$ cat src/rtl/fwd_hazard_sb_if.sv
// Bundle of ID source, issue, pipeline-stage and long-unit signals for fwd_hazard_sb.
// The core drives through the master modport; the unit consumes through slave.
interface fwd_hazard_sb_if #(
    parameter int NUM_SRC = 3,
    parameter int REG_AW  = 5
);
    logic [NUM_SRC*REG_AW-1:0] id_rs_addr;
    logic [NUM_SRC-1:0]        id_rs_fp;
    logic [NUM_SRC-1:0]        id_rs_used;

    logic                      iss_valid;
    logic [REG_AW-1:0]         iss_rd;
    logic                      iss_rd_fp;
    logic                      iss_wb;
    logic                      iss_long;

    logic [REG_AW-1:0]         ex_rd, mem_rd, wb_rd;
    logic                      ex_fp, mem_fp, wb_fp;
    logic                      ex_wb, mem_wb, wb_wb;
    logic                      ex_memr, mem_memr;

    logic                      lu_done;
    logic [REG_AW-1:0]         lu_rd;
    logic                      lu_fp;

    logic [NUM_SRC*3-1:0]      fwd_sel;
    logic                      hz_stall;
    logic                      sb_full;

    modport master (
        output id_rs_addr, id_rs_fp, id_rs_used,
        output iss_valid, iss_rd, iss_rd_fp, iss_wb, iss_long,
        output ex_rd, mem_rd, wb_rd, ex_fp, mem_fp, wb_fp,
        output ex_wb, mem_wb, wb_wb, ex_memr, mem_memr,
        output lu_done, lu_rd, lu_fp,
        input  fwd_sel, hz_stall, sb_full
    );

    modport slave (
        input  id_rs_addr, id_rs_fp, id_rs_used,
        input  iss_valid, iss_rd, iss_rd_fp, iss_wb, iss_long,
        input  ex_rd, mem_rd, wb_rd, ex_fp, mem_fp, wb_fp,
        input  ex_wb, mem_wb, wb_wb, ex_memr, mem_memr,
        input  lu_done, lu_rd, lu_fp,
        output fwd_sel, hz_stall, sb_full
    );
endinterface

$ cat src/rtl/fwd_hazard_sb.sv
// ID-stage forwarding select, load-use detection and long-latency write scoreboard.
// Optional FWD_PERF_CNT_EN adds saturating stall/forward-hit performance counters.
module fwd_hazard_sb #(
    parameter int NUM_SRC = 3,
    parameter int REG_AW  = 5,
    parameter int MAX_OUT = 4,
    parameter int OUT_W   = 3
) (
    input  logic           clk,
    input  logic           rst_n,
    fwd_hazard_sb_if.slave bus
`ifdef FWD_PERF_CNT_EN
    ,
    output logic [15:0]    perf_lu_stall,
    output logic [15:0]    perf_sb_stall,
    output logic [15:0]    perf_fwd_hits
`endif
);
    localparam int NENT = 2 ** (REG_AW + 1);

    logic [NENT-1:0]      pend_q, pend_d;
    logic [OUT_W-1:0]     cnt_q, cnt_d;
    logic                 full_q, full_d;

    logic [NUM_SRC-1:0]   ex_hit, mem_hit, wb_hit, pend_hit;
    logic [NUM_SRC*3-1:0] fwd_sel_c;
    logic                 cause_a, cause_b, cause_c, cause_d, stall_c;
    logic                 set_en, clr_en;

    // Integer x0 is hardwired zero and never forwards; fp f0 is a real register.
    function automatic logic stage_hit(input logic wb, input logic [REG_AW-1:0] rd,
                                       input logic fp, input logic [REG_AW-1:0] addr,
                                       input logic sfp, input logic used);
        return wb && used && (rd == addr) && (fp == sfp) && (fp || (rd != '0));
    endfunction

    for (genvar g = 0; g < NUM_SRC; g++) begin : g_src
        logic [REG_AW-1:0] addr;
        logic              sfp, used;
        logic [2:0]        sel;

        assign addr        = bus.id_rs_addr[g*REG_AW +: REG_AW];
        assign sfp         = bus.id_rs_fp[g];
        assign used        = bus.id_rs_used[g];
        assign ex_hit[g]   = stage_hit(bus.ex_wb,  bus.ex_rd,  bus.ex_fp,  addr, sfp, used);
        assign mem_hit[g]  = stage_hit(bus.mem_wb, bus.mem_rd, bus.mem_fp, addr, sfp, used);
        assign wb_hit[g]   = stage_hit(bus.wb_wb,  bus.wb_rd,  bus.wb_fp,  addr, sfp, used);
        assign pend_hit[g] = used && pend_q[{sfp, addr}];

        always_comb begin
            sel = 3'b000;
            if (ex_hit[g])       sel = 3'b001;
            else if (mem_hit[g]) sel = bus.mem_memr ? 3'b011 : 3'b010;
            else if (wb_hit[g])  sel = 3'b100;
        end

        assign fwd_sel_c[g*3 +: 3] = sel;
    end

    assign cause_a = bus.ex_memr && (|ex_hit);
    assign cause_b = |pend_hit;
    assign cause_c = bus.iss_wb && bus.iss_long && full_q;
    assign cause_d = bus.iss_wb && pend_q[{bus.iss_rd_fp, bus.iss_rd}];
    assign stall_c = cause_a || cause_b || cause_c || cause_d;

    // A same-entry set/clear cannot coincide: the WAW stall blocks that set.
    always_comb begin
        set_en = bus.iss_valid && !stall_c && bus.iss_wb && bus.iss_long
                 && (bus.iss_rd_fp || (bus.iss_rd != '0));
        clr_en = bus.lu_done && pend_q[{bus.lu_fp, bus.lu_rd}];
        pend_d = pend_q;
        if (clr_en) pend_d[{bus.lu_fp, bus.lu_rd}] = 1'b0;
        if (set_en) pend_d[{bus.iss_rd_fp, bus.iss_rd}] = 1'b1;
        cnt_d  = cnt_q + OUT_W'(set_en) - OUT_W'(clr_en);
        full_d = (cnt_d == OUT_W'(MAX_OUT));
    end

    always_ff @(posedge clk or negedge rst_n) begin
        if (!rst_n) begin
            pend_q <= '0;
            cnt_q  <= '0;
            full_q <= 1'b0;
        end else begin
            pend_q <= pend_d;
            cnt_q  <= cnt_d;
            full_q <= full_d;
        end
    end

    assign bus.fwd_sel  = fwd_sel_c;
    assign bus.hz_stall = stall_c;
    assign bus.sb_full  = full_q;

`ifdef FWD_PERF_CNT_EN
    logic [15:0] perf_lu_q, perf_sb_q, perf_fwd_q;

    always_ff @(posedge clk or negedge rst_n) begin
        if (!rst_n) begin
            perf_lu_q  <= '0;
            perf_sb_q  <= '0;
            perf_fwd_q <= '0;
        end else begin
            if (cause_a && perf_lu_q != 16'hFFFF)
                perf_lu_q <= perf_lu_q + 16'd1;
            if ((cause_b || cause_c || cause_d) && perf_sb_q != 16'hFFFF)
                perf_sb_q <= perf_sb_q + 16'd1;
            if ((|fwd_sel_c) && perf_fwd_q != 16'hFFFF)
                perf_fwd_q <= perf_fwd_q + 16'd1;
        end
    end

    assign perf_lu_stall = perf_lu_q;
    assign perf_sb_stall = perf_sb_q;
    assign perf_fwd_hits = perf_fwd_q;
`endif
endmodule

$ cat src/flat_wrapper.sv
// flat-port wrapper written by rule: the top's interface ports become plain ports
module fwd_hazard_sb_flat 
#(
    parameter int NUM_SRC = 3,
    parameter int REG_AW  = 5,
    parameter int MAX_OUT = 4,
    parameter int OUT_W   = 3
)
  (clk, rst_n, bus_id_rs_addr, bus_id_rs_fp, bus_id_rs_used, bus_iss_valid, bus_iss_rd, bus_iss_rd_fp, bus_iss_wb, bus_iss_long, bus_ex_rd, bus_mem_rd, bus_wb_rd, bus_ex_fp, bus_mem_fp, bus_wb_fp, bus_ex_wb, bus_mem_wb, bus_wb_wb, bus_ex_memr, bus_mem_memr, bus_lu_done, bus_lu_rd, bus_lu_fp, bus_fwd_sel, bus_hz_stall, bus_sb_full);
  fwd_hazard_sb_if #(.NUM_SRC(NUM_SRC), .REG_AW(REG_AW)) bus_i ();
  input  logic clk;
  input  logic rst_n;
  input wire logic [$bits(bus_i.id_rs_addr)-1:0] bus_id_rs_addr;
  input wire logic [$bits(bus_i.id_rs_fp)-1:0] bus_id_rs_fp;
  input wire logic [$bits(bus_i.id_rs_used)-1:0] bus_id_rs_used;
  input wire logic [$bits(bus_i.iss_valid)-1:0] bus_iss_valid;
  input wire logic [$bits(bus_i.iss_rd)-1:0] bus_iss_rd;
  input wire logic [$bits(bus_i.iss_rd_fp)-1:0] bus_iss_rd_fp;
  input wire logic [$bits(bus_i.iss_wb)-1:0] bus_iss_wb;
  input wire logic [$bits(bus_i.iss_long)-1:0] bus_iss_long;
  input wire logic [$bits(bus_i.ex_rd)-1:0] bus_ex_rd;
  input wire logic [$bits(bus_i.mem_rd)-1:0] bus_mem_rd;
  input wire logic [$bits(bus_i.wb_rd)-1:0] bus_wb_rd;
  input wire logic [$bits(bus_i.ex_fp)-1:0] bus_ex_fp;
  input wire logic [$bits(bus_i.mem_fp)-1:0] bus_mem_fp;
  input wire logic [$bits(bus_i.wb_fp)-1:0] bus_wb_fp;
  input wire logic [$bits(bus_i.ex_wb)-1:0] bus_ex_wb;
  input wire logic [$bits(bus_i.mem_wb)-1:0] bus_mem_wb;
  input wire logic [$bits(bus_i.wb_wb)-1:0] bus_wb_wb;
  input wire logic [$bits(bus_i.ex_memr)-1:0] bus_ex_memr;
  input wire logic [$bits(bus_i.mem_memr)-1:0] bus_mem_memr;
  input wire logic [$bits(bus_i.lu_done)-1:0] bus_lu_done;
  input wire logic [$bits(bus_i.lu_rd)-1:0] bus_lu_rd;
  input wire logic [$bits(bus_i.lu_fp)-1:0] bus_lu_fp;
  output wire logic [$bits(bus_i.fwd_sel)-1:0] bus_fwd_sel;
  output wire logic [$bits(bus_i.hz_stall)-1:0] bus_hz_stall;
  output wire logic [$bits(bus_i.sb_full)-1:0] bus_sb_full;
  assign bus_i.id_rs_addr = bus_id_rs_addr;
  assign bus_i.id_rs_fp = bus_id_rs_fp;
  assign bus_i.id_rs_used = bus_id_rs_used;
  assign bus_i.iss_valid = bus_iss_valid;
  assign bus_i.iss_rd = bus_iss_rd;
  assign bus_i.iss_rd_fp = bus_iss_rd_fp;
  assign bus_i.iss_wb = bus_iss_wb;
  assign bus_i.iss_long = bus_iss_long;
  assign bus_i.ex_rd = bus_ex_rd;
  assign bus_i.mem_rd = bus_mem_rd;
  assign bus_i.wb_rd = bus_wb_rd;
  assign bus_i.ex_fp = bus_ex_fp;
  assign bus_i.mem_fp = bus_mem_fp;
  assign bus_i.wb_fp = bus_wb_fp;
  assign bus_i.ex_wb = bus_ex_wb;
  assign bus_i.mem_wb = bus_mem_wb;
  assign bus_i.wb_wb = bus_wb_wb;
  assign bus_i.ex_memr = bus_ex_memr;
  assign bus_i.mem_memr = bus_mem_memr;
  assign bus_i.lu_done = bus_lu_done;
  assign bus_i.lu_rd = bus_lu_rd;
  assign bus_i.lu_fp = bus_lu_fp;
  assign bus_fwd_sel = bus_i.fwd_sel;
  assign bus_hz_stall = bus_i.hz_stall;
  assign bus_sb_full = bus_i.sb_full;
  fwd_hazard_sb #(.NUM_SRC(NUM_SRC), .REG_AW(REG_AW), .MAX_OUT(MAX_OUT), .OUT_W(OUT_W)) u_core (.clk(clk), .rst_n(rst_n), .bus(bus_i));
endmodule
$ cat config.mk
export PLATFORM = sky130hd
export DESIGN_NAME = fwd_hazard_sb_flat
export DESIGN_NICKNAME = d
export VERILOG_FILES = /design/src/rtl/fwd_hazard_sb_if.sv /design/src/rtl/fwd_hazard_sb.sv /design/src/flat_wrapper.sv
export SDC_FILE = /design/constraint.sdc
export NUM_CORES = 1
export LEC_CHECK = 0
export ABC_AREA = 1
export BUFFER_PORTS_ARGS = -buffer_cell sky130_fd_sc_hd__buf_2
export CAP_MARGIN = 0
export CORE_MARGIN = 2
export CORE_UTILIZATION = 40
export CTS_CLUSTER_SIZE = 30
export DETAILED_ROUTE_END_ITERATION = 10
export GPL_TIMING_DRIVEN = 0
export PLACE_DENSITY = 0.64
export SYNTH_ARGS = -nofsm -noshare
export SYNTH_HDL_FRONTEND = slang
export SYNTH_SLANG_ARGS = --single-unit
$ cat constraint.sdc
create_clock -name clk -period 7.37 [get_ports clk]
set_input_delay 1.474 -clock clk [delete_from_list [all_inputs] [get_ports clk]]
set_output_delay 1.474 -clock clk [all_outputs]
set_load 0.05 [all_outputs]
==> impl_metrics.toml, run 1 <==
[setup_path]
critical_path.slowest_cell = "sky130_fd_sc_hd__nor2_8"
critPathMaxStageDelay_ps = 350
crit_fanout = 10
worst_path_most_repeated_cell = "sky130_fd_sc_hd__nand2_1"
regToRegSetupSlack_ps = 4040
data_arrival_time_of_the_critical_path_ps = 3900
critical_path.endpoint_type = "primary output"
cp_cell_sequence = "buf_2, inv_2, buf_2, nand2_1, nand3_1, nand2_1, o21ai_1, nand2_1, nor2_1, nand2_1, a21oi_2, nand2_2, nor2_8, buf_12, inv_2, buf_2"
setup.worst_path.start_class = "input port"
critPathKind = "input port to primary output"
timing.critical_path.required_ps = 5900

[timing]
hold-worst-slack_ps = 468
final_number_of_max_transition_violations = 0
finalCriticalPeriod_ps = 5380
timing.final.crit_share_pct = 72.9
setup_repair_after_global_routing_missed_its_margin = "no"
number_of_hold_violations_in_the_final_report = 0
fmax_mhz = 186
relSlewSlack_pct = 35.6
fin_worst_skew_ps = 14.4
finalWorstSetupSlack_ps = 1990
setup-violations-final = 0
tightestPinTransition_ps = 963
fin_setup_tns_ps = 0

[finish]
n_antenna_cell = 0
fin_nets = 1593
layout-drive-gt1-share_pct = 14.3
area_growth_pct = 12.2
num-fill-cells = 2264
mostFrequentLayoutCell = "sky130_fd_sc_hd__nand2_1"
commonest_cells_after_routing_fill_and_taps_aside = "sky130_fd_sc_hd__nand2_1 (554), sky130_fd_sc_hd__nand3_1 (240), sky130_fd_sc_hd__nor2_1 (155)"
postLayoutCellArea_um2 = 9330

[cts]
cts.hold.buffers_added = 0
cts-buffers-inserted = 9
quantity_of_gates_resized_following_cts = 0
clkSlewWorstSetupHoldPaths_ps = 60
htree_num_levels = 3
cts.sink_count = 68
tritoncts = "yes"
cts-root-buf = "sky130_fd_sc_hd__clkbuf_16"
clk-insertion-delay-late_ps = 350
post_cts.repair.setup_buffers = 0
clk_path_buf_depth = 2

[power]
ir_worst_vdd_mv = 0.135
power.static_leakage_uw = 0.00441
pwr_density_cell_nw_per_um2 = 155

[yosys]
synth-async-reset-ratio_pct = 100
post_synth_num_cell_types = 42
syn_nets = 1521
number_of_synthesized_flops_with_an_enable_pin = 0
synthFlopType = "sky130_fd_sc_hd__dfrtp_1"
synth-seq-cells = 68
synthesis.instances = 1456
syn_avg_cell_area_um2 = 5.71
syn_area_um2 = 8320
synth-seq-area-share_pct = 20.5
yosysWarnings = 0

[global_routing]
grt_antenna_before_repair = 0
grt_start_max_net_pins = 63
grt_use_total_pct = 34.6
grt_remaining_overflow = 0
grt_pass1_vias = 9426
grt_pass1_wl_mm = 57.5

[floorplan]
die_area_um2 = 22000
coreArea_um2 = 20300
die-height_um = 148
pin_count = 73
initial_utilization_pct = 41.0
core.rowCount = 52
chipWidth_um = 148

[status]
status = "finished, final reports clean"

[run]
drv.max_cap_violation_count = 0

[placement]
place_hpwl_mm = 27.3
place_congestion = 1.01
place_ws_ps = 2010
place.port_buffers = 60
postPlaceCellArea_um2 = 8980

[drt]
num_vias = 10400
drt_drc_violations_left = 0
drt-vias-per-instance = 5.77
count_of_nets_left_with_antenna_violations_after_detail_routing = 0
routed_wire_length_per_instance_um = 21.1
detailedRoute.firstIterationViolations = 1561
wirelength_mm = 38.1
drtPass1Iterations = 6

[min_path]
holdCritPathClass = "flop to flop"
## cells by family after synthesis
kind of cell               share of synthesized area (%)
xor gates and xnor gates                            2.53
buffers and inverters                               12.0
AOI/OAI and AO/OA                                   7.94
DFF                                                 20.5
adders and majority gates                          0.542
and+or+nand+nor                                     56.5
## state kept, by name, indices dropped and copies added (netlist names)
register            count
u_core.pend_q          64
u_core.bus.sb_full      1
u_core.cnt_q            3
## stage by stage
stage / total power [uW] / cells / util, %
floorplan: 752 / 1456 / -
global placement: 919 / 1786 / 44.1
detailed placement: 924 / 1787 / 44.3
CTS: 1430 / 1803 / 45.9
global route: 1510 / 1803 / 46.0
finish: 1450 / 1803 / 46.0
## final cells by class
cell class | count | area, um2 | area share, %
timing repair buffer | 61 | 330 | 3.54
tap | 270 | 338 | 3.62
multi-input combinational | 1185 | 5620 | 60.2
inverter | 119 | 447 | 4.79
clock inverter | 6 | 113 | 1.21
buffer | 84 | 553 | 5.93
sequential | 68 | 1700 | 18.2
clock buffer | 10 | 229 | 2.45
## power by group
part	total [uW]	switching, uW	leakage (uW)	internal, uW
registers	471	66.7	0.000926	405
logic	461	308	0.00331	152
clock network	513	182	0.000167	331
## metal layers
layer  up-vias  part of all wire, %  track usage, %
li1       4857                    -               -
met1      4693                   40            46.2
met2       727                   43            54.0
met3       129                   12            7.18
met4         0                  5.0            15.3
met5         -                    0               0
## worst max-delay path, delay by kind of cell
family / cells / cell delay [ps]
AO/OA/AOI/OAI: 2 / 360
buffers and inverters: 6 / 1010
AND/OR/NAND/NOR: 8 / 1020
## synthesized netlist by cell type, types with 3 or more instances
cell type | count | area share, %
sky130_fd_sc_hd__xnor2_1 | 16 | 1.7
sky130_fd_sc_hd__inv_1 | 105 | 4.7
sky130_fd_sc_hd__a211oi_1 | 3 | 0.27
sky130_fd_sc_hd__nand2_1 | 554 | 25
sky130_fd_sc_hd__nand3_1 | 240 | 14
sky130_fd_sc_hd__a22oi_1 | 6 | 0.54
sky130_fd_sc_hd__nor3_1 | 19 | 1.1
sky130_fd_sc_hd__dfrtp_1 | 68 | 20
sky130_fd_sc_hd__o21ai_1 | 14 | 0.84
sky130_fd_sc_hd__nor2_1 | 155 | 7.0
sky130_fd_sc_hd__a221oi_1 | 3 | 0.32
sky130_fd_sc_hd__a21oi_1 | 31 | 1.9
sky130_fd_sc_hd__xor2_1 | 8 | 0.84
sky130_fd_sc_hd__buf_12 | 6 | 1.4
sky130_fd_sc_hd__buf_2 | 44 | 2.6
sky130_fd_sc_hd__nand3_2 | 60 | 7.2
sky130_fd_sc_hd__nand4_1 | 4 | 0.30
sky130_fd_sc_hd__o211ai_1 | 9 | 0.81
sky130_fd_sc_hd__clkbuf_1 | 18 | 0.81
sky130_fd_sc_hd__o21ai_0 | 22 | 1.3
sky130_fd_sc_hd__nor4_1 | 4 | 0.30
sky130_fd_sc_hd__o2111ai_1 | 4 | 0.42
sky130_fd_sc_hd__inv_2 | 13 | 0.59
sky130_fd_sc_hd__buf_4 | 4 | 0.36
sky130_fd_sc_hd__o22ai_1 | 14 | 1.1
sky130_fd_sc_hd__buf_6 | 9 | 1.2
## path summary, 6_finish.rpt
path,startpoint,endpoint,cells past startpoint
setup / recovery,bus_iss_rd[0],bus_hz_stall,16
hold / removal,u_core.cnt_q[2],u_core.cnt_q[2],1
setup reg to reg,u_core.pend_q[53],u_core.bus.sb_full,19
hold reg to reg,u_core.cnt_q[2],u_core.cnt_q[2],1
max in group asynchronous,rst_n,u_core.pend_q[36],2
min in group asynchronous,rst_n,u_core.pend_q[20],1
Note: power is estimated with default switching activity, not from simulation.
==> run 2: changes to the inputs <==
--- a/config.mk
+++ b/config.mk
@@ -5,7 +5,7 @@
 export SDC_FILE = /design/constraint.sdc
 export NUM_CORES = 1
 export LEC_CHECK = 0
-export ABC_AREA = 1
+export ABC_AREA = 0
 export BUFFER_PORTS_ARGS = -buffer_cell sky130_fd_sc_hd__buf_2
 export CAP_MARGIN = 0
 export CORE_MARGIN = 2
@@ -13,7 +13,7 @@
 export CTS_CLUSTER_SIZE = 30
 export DETAILED_ROUTE_END_ITERATION = 10
 export GPL_TIMING_DRIVEN = 0
-export PLACE_DENSITY = 0.64
+export PLACE_DENSITY = 0.67
 export SYNTH_ARGS = -nofsm -noshare
 export SYNTH_HDL_FRONTEND = slang
 export SYNTH_SLANG_ARGS = --single-unit
==> constraint.sdc (replaced) <==
create_clock -name clk -period 4.88 [get_ports clk]
set_input_delay 0.976 -clock clk [delete_from_list [all_inputs] [get_ports clk]]
set_output_delay 0.976 -clock clk [all_outputs]
set_load 0.05 [all_outputs]
==> run 2 against run 1 <==
Compared with the run above:
- worst hold slack lost 9.0 ps
- register-to-register slack lost 3200 ps
- cell count shrank 38%
- sequential share of layout area grew 3.0 points
- total power grew 32%
- sequential power grew 51%
- via count shrank 27%
- critical path type unchanged
- largest cell class unchanged
- highest routed layer unchanged
==> impl_metrics.toml, run 2 <==
[status]
status = "finished, final reports clean"

[yosys]
yosysWarnings = 0
post_synth_most_frequent_cells = "sky130_fd_sc_hd__nand3_1 (94), sky130_fd_sc_hd__dfrtp_1 (68), sky130_fd_sc_hd__o21ai_1 (58)"
post_synth_num_cell_types = 64
synth-seq-cells = 68
synth.most_common_cell = "sky130_fd_sc_hd__nand3_1"
post_synth_top_area_cell = "sky130_fd_sc_hd__dfrtp_1"
syn_avg_cell_area_um2 = 8.77
synthTopCellsByArea = "sky130_fd_sc_hd__dfrtp_1 (24%), sky130_fd_sc_hd__mux4_2 (14%), sky130_fd_sc_hd__nand3_1 (6.6%)"
synthesis.instances = 816
netlist.area_leader.share_pct = 23.8
syn_nets = 881
synth-async-reset-ratio_pct = 100
number_of_synthesized_flops_with_an_enable_pin = 0
syn_area_um2 = 7150
synth-seq-area-share_pct = 23.8
synthFlopType = "sky130_fd_sc_hd__dfrtp_1"

[timing]
relSlewSlack_pct = 39.6
final_number_of_max_transition_violations = 0
setup-violations-final = 0
number_of_hold_violations_in_the_final_report = 0
finalWorstSetupSlack_ps = 135
finalCriticalPeriod_ps = 4740
setup_repair_after_global_routing_missed_its_margin = "yes"
fmax_mhz = 211
timing.final.crit_share_pct = 97.2
fin_setup_tns_ps = 0
fin_worst_skew_ps = 7.86
tightestPinTransition_ps = 897

[placement]
place.port_buffers = 54
place_hpwl_mm = 20.7
place_congestion = 1.04
numPlacedInstances = 1095
place_ws_ps = -107

[cts]
tritoncts = "yes"
clkSlewWorstSetupHoldPaths_ps = 50
quantity_of_gates_resized_following_cts = 0
cts-root-buf = "sky130_fd_sc_hd__clkbuf_16"
clk_path_buf_depth = 2
cts.hold.buffers_added = 0
cts-buffers-inserted = 9
htree_num_levels = 3
post_cts.repair.setup_buffers = 0
clk-insertion-delay-late_ps = 340
cts.sink_count = 68

[global_routing]
grt_start_max_net_pins = 69
grt_pass1_wl_mm = 42.4
grt_remaining_overflow = 0
grt_antenna_before_repair = 0
use_met1_pct = 39.7
grt_use_total_pct = 30.1
met2_usage_pct = 47.3
grt.met3_usage_pct = 6.92
grt.busiest_layer = "met2"
grt_pass1_vias = 7208

[finish]
register_with_the_highest_flop_count = "u_core.pend_q"
stdcell_count = 1110
area_growth_pct = 11.9
mostFrequentLayoutCell = "sky130_fd_sc_hd__nand3_1"
layout-drive-gt1-share_pct = 20.1
fin_nets = 946
commonest_cells_after_routing_fill_and_taps_aside = "sky130_fd_sc_hd__nand3_1 (94), sky130_fd_sc_hd__buf_2 (85), sky130_fd_sc_hd__dfrtp_1 (68)"
n_antenna_cell = 0
flip_flop_count_of_the_largest_register_all_copies_and_words_added = 64
num-fill-cells = 1741

[floorplan]
die_area_um2 = 19000
core.rowCount = 48
chipWidth_um = 138
initial_utilization_pct = 41.1
coreArea_um2 = 17400
die-height_um = 138
pin_count = 73

[power]
intPower_uw = 1220
power.sequential.fraction_pct = 37.5
power.static_leakage_uw = 0.00302
pwr_density_cell_nw_per_um2 = 238
net-switching-power_uw = 680
swShare_pct = 35.7
power.share.combinational_pct = 31.1
pwr-share-clk_pct = 31.4
ir_worst_vdd_mv = 0.276

[setup_path]
worstReg2RegStart = "u_core.pend_q[32]"
timing.critical_path.required_ps = 3900
worst_r2r_path_cells = 15
critical_path.endpoint_type = "primary output"
crit_fanout = 10
critPathKind = "input port to primary output"
data_arrival_time_of_the_critical_path_ps = 3770
setup.worst_path.start_class = "input port"
worstSetupStartpoint = "bus_id_rs_addr[6]"

[drt]
drt_drc_violations_left = 0
drtPass1Iterations = 8
routed_wire_length_per_instance_um = 25.4
wirelength_mm = 28.2
drt-vias-per-instance = 6.81
count_of_nets_left_with_antenna_violations_after_detail_routing = 0
detailedRoute.firstIterationViolations = 1039
num_vias = 7561

[min_path]
hold_path_depth = 1
worstHoldStart = "u_core.cnt_q[2]"
holdCritPathClass = "flop to flop"

[run]
drv.max_cap_violation_count = 0
run 2: changes by cell type in the layout (fill, tap and decap cells not counted), sizes merged, moves of 18 or more:
cell   previous run  this run
xnor2            16        47
nand2           556        37
mux2i             0        39
nor2b             0        20
buf             125       102
mux4              0        46
o31ai             0        45
inv             118        18
nand3           300        94
nand4             4        22
nor2            156        45
o21ai            36        93
run 2: cells by family after synthesis:
group,count (synthesis),share of synthesized area (%)
AOI/OAI and AO/OA,227,21.1
and+or+nand+nor,270,19.5
DFF,68,23.8
buffers and inverters,95,6.26
muxes,97,21.9
xor gates and xnor gates,56,6.86
adders and majority gates,3,0.630
run 2: critical path: stages:
cell	delay (ps)
sky130_fd_sc_hd__clkbuf_1	340
sky130_fd_sc_hd__buf_2	380
sky130_fd_sc_hd__mux4_2	350
sky130_fd_sc_hd__a22oi_1	170
sky130_fd_sc_hd__nand3_1	100
sky130_fd_sc_hd__a41o_1	280
sky130_fd_sc_hd__a311oi_1	220
sky130_fd_sc_hd__nand4b_1	260
sky130_fd_sc_hd__buf_2	310
sky130_fd_sc_hd__nand2b_1	180
sky130_fd_sc_hd__buf_2	210
run 2: metrics by stage:
step | power, uW | instance area [um2] | util (%) | hold slack, ps
after floorplan | 1080 | 7150 | - | 437
after global placement | 1290 | 7700 | 44.2 | 456
after detailed placement | 1290 | 7710 | 44.3 | 453
after CTS | 1890 | 7980 | 45.8 | 465
after global routing | 1990 | 8010 | 46.0 | 492
final | 1900 | 8010 | 46.0 | 459
run 2: final timing paths:
check / slack (ps) / to
worst max-delay path: 140 / bus_hz_stall
worst min-delay path: 460 / u_core.cnt_q[2]
worst max register to register: 880 / u_core.bus.sb_full
worst min register to register: 460 / u_core.cnt_q[2]
max in group asynchronous: 3550 / u_core.pend_q[0]
min in group asynchronous: 760 / u_core.pend_q[49]
run 2: power by group through the flow:
stage / logic, uW / clock network [uW] / registers (uW)
after floorplan: 408 / 0 / 676
after global placement: 572 / 0 / 713
after detailed placement: 579 / 0 / 716
after CTS: 582 / 602 / 706
after global routing: 639 / 631 / 715
final: 592 / 599 / 713
run 2: layout make-up:
class	count	area (um2)	area share, %
Clock buffer	13	260	3.25
Multi-Input combinational cell	653	5030	62.8
Inverter	18	67.6	0.844
Timing Repair Buffer	54	273	3.41
Clock inverter	2	10.0	0.125
Buffer	77	383	4.78
Sequential cell	68	1700	21.3
Tap cell	225	282	3.52
run 2: metal layers:
metal / share of wire [%] / vias to the layer above
met5: 0 / -
met4: 4.8 / 0
met3: 13 / 108
met2: 44 / 579
met1: 38 / 3597
li1: - / 3277
